## src/rtl/uart_pkg.sv

```systemverilog
// Shared UART definitions: state encoding, frame constants
// and the oversampled baud divider used by both TX and RX.
package uart_pkg;

  localparam int DATA_BITS  = 8;
  localparam int OVERSAMPLE = 16;

  typedef enum logic [1:0] {
    IDLE,
    START,
    DATA,
    STOP
  } rx_state_e;

  function automatic int calc_div(
    input int clk_freq,
    input int baud,
    input int os
  );
    return clk_freq / (baud * os);
  endfunction

endpackage

```

## src/rtl/baud_tick_gen.sv

```systemverilog
// Free-running oversample tick: one clk pulse every DIV clocks.
// Shared by the UART transmitter and receiver.
module baud_tick_gen #(
  parameter int CLK_FREQ   = 100_000_000,
  parameter int BAUD       = 9600,
  parameter int OVERSAMPLE = 16
) (
  input  logic clk,
  input  logic reset,
  output logic o_tick
);

  localparam int DIV =
    uart_pkg::calc_div(CLK_FREQ, BAUD, OVERSAMPLE);
  localparam int CW = (DIV > 1) ? $clog2(DIV) : 1;
  localparam logic [CW-1:0] LAST = CW'(DIV - 1);

  logic [CW-1:0] cnt;

  always_ff @(posedge clk or posedge reset) begin
    if (reset) begin
      cnt    <= '0;
      o_tick <= 1'b0;
    end else if (cnt == LAST) begin
      cnt    <= '0;
      o_tick <= 1'b1;
    end else begin
      cnt    <= cnt + 1'b1;
      o_tick <= 1'b0;
    end
  end

endmodule

```

## src/rtl/uart_rx.sv

```systemverilog
// UART receiver, 8N1, LSB first, 16x oversampling,
// with single-cycle done / framing-error strobes.
module uart_rx #(
  parameter int CLK_FREQ   = 100_000_000,
  parameter int BAUD       = 9600,
  parameter int OVERSAMPLE = 16
) (
  input  logic       clk,
  input  logic       reset,
  input  logic       i_rxd,
  output logic [7:0] o_rx_data,
  output logic       o_rx_done,
  output logic       o_frame_err,
  output logic       o_busy
);

  import uart_pkg::*;

  logic                 sync0;
  logic                 rx_s;
  logic [1:0]           sync_fill;
  logic                 armed;
  logic                 tick;
  rx_state_e            state;
  logic [3:0]           tick_cnt;
  logic [2:0]           bit_cnt;
  logic [DATA_BITS-1:0] shift_reg;

  baud_tick_gen #(
    .CLK_FREQ   (CLK_FREQ),
    .BAUD       (BAUD),
    .OVERSAMPLE (OVERSAMPLE)
  ) u_tick (
    .clk    (clk),
    .reset  (reset),
    .o_tick (tick)
  );

  // sync_fill marks when rx_s holds a real line sample,
  // so the reset value of the synchronizer cannot arm us.
  always_ff @(posedge clk or posedge reset) begin
    if (reset) begin
      sync0     <= 1'b1;
      rx_s      <= 1'b1;
      sync_fill <= 2'b00;
    end else begin
      sync0     <= i_rxd;
      rx_s      <= sync0;
      sync_fill <= {sync_fill[0], 1'b1};
    end
  end

  always_ff @(posedge clk or posedge reset) begin
    if (reset) begin
      state       <= IDLE;
      armed       <= 1'b0;
      tick_cnt    <= '0;
      bit_cnt     <= '0;
      shift_reg   <= '0;
      o_rx_data   <= '0;
      o_rx_done   <= 1'b0;
      o_frame_err <= 1'b0;
      o_busy      <= 1'b0;
    end else begin
      o_rx_done   <= 1'b0;
      o_frame_err <= 1'b0;
      if (rx_s && sync_fill[1]) armed <= 1'b1;
      unique case (state)
        IDLE: begin
          if (armed && !rx_s) begin
            state    <= START;
            tick_cnt <= '0;
            o_busy   <= 1'b1;
          end
        end
        START: begin
          if (tick) begin
            if (tick_cnt == 4'd7) begin
              tick_cnt <= '0;
              if (!rx_s) begin
                state   <= DATA;
                bit_cnt <= '0;
              end else begin
                state  <= IDLE;
                o_busy <= 1'b0;
              end
            end else begin
              tick_cnt <= tick_cnt + 4'd1;
            end
          end
        end
        DATA: begin
          if (tick) begin
            if (tick_cnt == 4'd15) begin
              shift_reg <= {rx_s, shift_reg[DATA_BITS-1:1]};
              tick_cnt  <= '0;
              bit_cnt   <= bit_cnt + 3'd1;
              if (bit_cnt == 3'(DATA_BITS - 1)) state <= STOP;
            end else begin
              tick_cnt <= tick_cnt + 4'd1;
            end
          end
        end
        STOP: begin
          if (tick) begin
            if (tick_cnt == 4'd15) begin
              tick_cnt <= '0;
              state    <= IDLE;
              o_busy   <= 1'b0;
              if (rx_s) begin
                o_rx_data <= shift_reg;
                o_rx_done <= 1'b1;
              end else begin
                o_frame_err <= 1'b1;
                armed       <= 1'b0;
              end
            end else begin
              tick_cnt <= tick_cnt + 4'd1;
            end
          end
        end
        default: begin
          state  <= IDLE;
          o_busy <= 1'b0;
        end
      endcase
    end
  end

endmodule

```

## config.mk

```make
export PLATFORM = sky130hd
export DESIGN_NAME = uart_rx
export DESIGN_NICKNAME = d
export VERILOG_FILES = /design/src/rtl/uart_pkg.sv /design/src/rtl/baud_tick_gen.sv /design/src/rtl/uart_rx.sv
export SDC_FILE = /design/constraint.sdc
export NUM_CORES = 1
export LEC_CHECK = 0
export CAP_MARGIN = 0
export CORE_MARGIN = 2
export CORE_UTILIZATION = 45
export CTS_BUF_LIST = sky130_fd_sc_hd__clkbuf_16
export DETAILED_ROUTE_END_ITERATION = 12
export PLACE_DENSITY = 0.65
export SYNTH_ARGS = -nofsm -noshare
export SYNTH_HDL_FRONTEND = slang
export SYNTH_SLANG_ARGS = --single-unit
```

## constraint.sdc

```tcl
create_clock -name clk -period 1.7 [get_ports clk]
set_clock_uncertainty 0.15 [all_clocks]
set_input_delay 0.425 -clock clk [delete_from_list [all_inputs] [get_ports clk]]
set_output_delay 0.425 -clock clk [all_outputs]
set_load 0.02 [all_outputs]
```

==> results.md <==
* Final worst path period share at about 100%
* Area after DPL at 2240 sq um
* CTS tree: done
* Worst path arrival time at 1.71 ns
* Crit end category: register
* Clock sinks at 44
* Gpl congestion at just over 0.8
* Cells after synthesis at ~150
* Core area at 4030 sq um
* WP data required at roughly 1.7 ns
* Crit-path max FO at 9
* Part of the power in registers at 48.1%
* Hold violation count in the final report at 0
* Synth-to-Final Area Change at 26.3%
* Gr ovfl total at 0
* Post-DRT Antenna Nets at 0
* Final setup viols at 0
* Die ar. at between 4000 and 5000 sq um
* Routed vias/inst at 5.56
* Worst setup path class: reg2reg
* Status: finished clean
* Fin util at 59.8%
* Worst-path clk slew at ~0.06 ns
* Sequential share of the synthesized area at between 50% and 60%
* Synthesized flop and latch total at 44
* Total length of routed wires at 3400 microns
* TritonRoute pass-1 iters at 4
* Combinational share of power at 5.0%
* Postcts setup bufs at 0
* Max FFs per register at 10
* CTS HTree Levels at 2
* Unrepaired setup endpoints after global routing: yes
* HPWL Detailed at approximately 2400 microns
* Clock power frac at 46.9%
* Startpoint Class: register
* Die Ht at just under 70 microns
* Cell area power density at 923 nW/um^2
* DP Cell Count at 224
* Fmax at 589 MHz
* Nets at 189
* Worst path cell trace: ha_4, buf_4, nand3_4, nor3_4, buf_12, mux2_2
* Total Power at 2.22 mW
* M2 GR Usage at 25.1%
* DRC at 0
* Worst Hold Class: reg2reg
* Largest net degree at the start of global routing at 45
* Rows at 23
* Met3 usage at approximately 3.2%
* Async SR Flop Fraction at 100%
* DIE WIDTH at 69.1 microns
* Global route hottest layer: met2
* Main synth FF type: dfrtp_1
* Share of cells above drive strength 1 at 30.8%
* Syn Nets at 157
* Vias in the first global route at around 1300
* Crit path largest cell delay at 0.41 ns
* GR met1 Demand/Resource at 21.0%
* Buf/Inv on CP at 2
* Drt initial violations at approximately 130
* Synthesized cell area at roughly 1900 sq um
* Net switching fraction of the power at around a fifth
* CP startpoint: tick_cnt[1]
* Avg Cell Area, Syn at roughly 13 sq um
* P_leak at roughly 1.2 nW
* VDD IR max at 0.599 mV
* # IOs at 14
* Clock Tree Buf Depth at 2
* Via count at 1290
* First-pass GRT wire length at just over 6000 microns
* Global Route Usage Sum at 15.7%
* Count of cell types in the netlist at 46
* Final setup TNS at 0 ns
* HP Start: sync_fill[0]
* Worst slack, placed at -0.0374 ns
* Crit Reg-Reg Startpoint: tick_cnt[1]
* Number of synthesized flops with an enable pin at 0
* Routed len/inst at ~15 microns
* Final slew viol count at 0
* Min Tclk post-route at between 1.5 and 2 ns
* PortBufs at 13
* Crit path max-delay cell type: dfrtp_1
* Cts bufs inserted at 5
* Setup WS post-layout at between 0.0015 and 0.002 ns
* Initial core utilization at 47.4%
* Clk root buf: clkbuf_16
* Max cap viols at 0
* Antenna Cells at 0
* CP top delay family: flip-flops
* Finished Layout Cells at 232
* Int Power at 1.80 mW
* Design area at 2410 sq um
* Initial antenna violation count at 0
* Final hold slack at 0.198 ns
* Synth warnings at 0
* Worst-skew pair later-pin latency at between 0.2 and 0.3 ns
* Switching pwr at roughly 0.43 mW
## cells in the final DEF, fill, tap and decap left out, drive strengths merged, types with 3 or more instances in the layout
master / count
dfrtp: 42
mux2: 17
buf: 17
dlygate4sd2: 11
inv: 8
nor2: 7
o21ai: 6
nand3: 6
clkbuf: 5
ha: 5
a22o: 4
nand2: 4
xor2: 4
a21oi: 4
xnor2: 3
nor3: 3
nor4b: 3
## cell type report
cell class / count / area, sq um
Fill cell: 329 / 1620
Inverter: 7 / 26.3
Timing Repair Buffer: 30 / 269
Multi-Input combinational cell: 93 / 786
Clock inverter: 3 / 38.8
Sequential cell: 44 / 1100
Tap cell: 50 / 62.6
Clock buffer: 5 / 125
## path summary, 6_finish.rpt
kind / to / slack (ns) / cells after the start
worst min-delay path: sync_fill[1] / 0.20 / 0
worst max-delay path: o_rx_data[2] / 0.002 / 6
min in group asynchronous: u_tick.cnt[1] / 0.36 / 3
worst max register to register: o_rx_data[2] / 0.002 / 6
max in group asynchronous: sync0 / 0.78 / 3
worst min register to register: sync_fill[1] / 0.20 / 0
## power groups by stage
| stage | clock network, mW | logic (mW) | registers (mW) |
|---|---|---|---|
| after floorplan | 0 | 0.0581 | 1.10 |
| after global placement | 0 | 0.106 | 1.09 |
| after detailed placement | 0 | 0.110 | 1.09 |
| after CTS | 1.08 | 0.107 | 1.07 |
| after global routing | 1.13 | 0.123 | 1.07 |
| final | 1.04 | 0.112 | 1.07 |
## cell families (layout without fill, tap and decap cells)
family / count (synthesis) / in the layout / share of synthesized area [%]
AND/OR/NAND/NOR: 36 / 36 / 12.8
AO/OA/AOI/OAI: 27 / 27 / 9.96
buffers and inverters: 12 / 45 / 2.75
adder cells (fa/ha/maj): 5 / 5 / 3.28
flip-flops: 44 / 44 / 57.8
multiplexers: 17 / 17 / 10.0
other: 1 / 1 / 0.196
XOR/XNOR: 7 / 7 / 3.21
## cells in the mapped netlist, types with 2 or more instances
master,count,area [sq um]
dfrtp_1,42,1050
mux2_2,17,191
nor2_1,7,26.3
inv_1,6,22.5
o21ai_0,6,30.0
ha_1,5,62.6
a21oi_1,4,20.0
a22o_1,4,35.0
nand2_1,4,15.0
nand3_1,4,20.0
xor2_1,4,35.0
buf_2,3,15.0
xnor2_1,3,26.3
a31oi_1,2,12.5
dfstp_2,2,52.6
nand3b_1,2,15.0
nand4_1,2,12.5
nor3_1,2,10.0
nor3b_1,2,15.0
nor4b_1,2,17.5
## metal layers
| metal | share of wire, % | vias up |
|---|---|---|
| li1 | - | 603 |
| met1 | 45 | 655 |
| met2 | 50 | 26 |
| met3 | 3.1 | 6 |
| met4 | 1.7 | 0 |
| met5 | 0 | - |
## timing repair
item,4_1_cts,5_1_grt
setup endpoints to repair,20,18
gates resized for setup,12,6
hold buffers,0,0
Note: power is estimated with default switching activity, not from simulation.
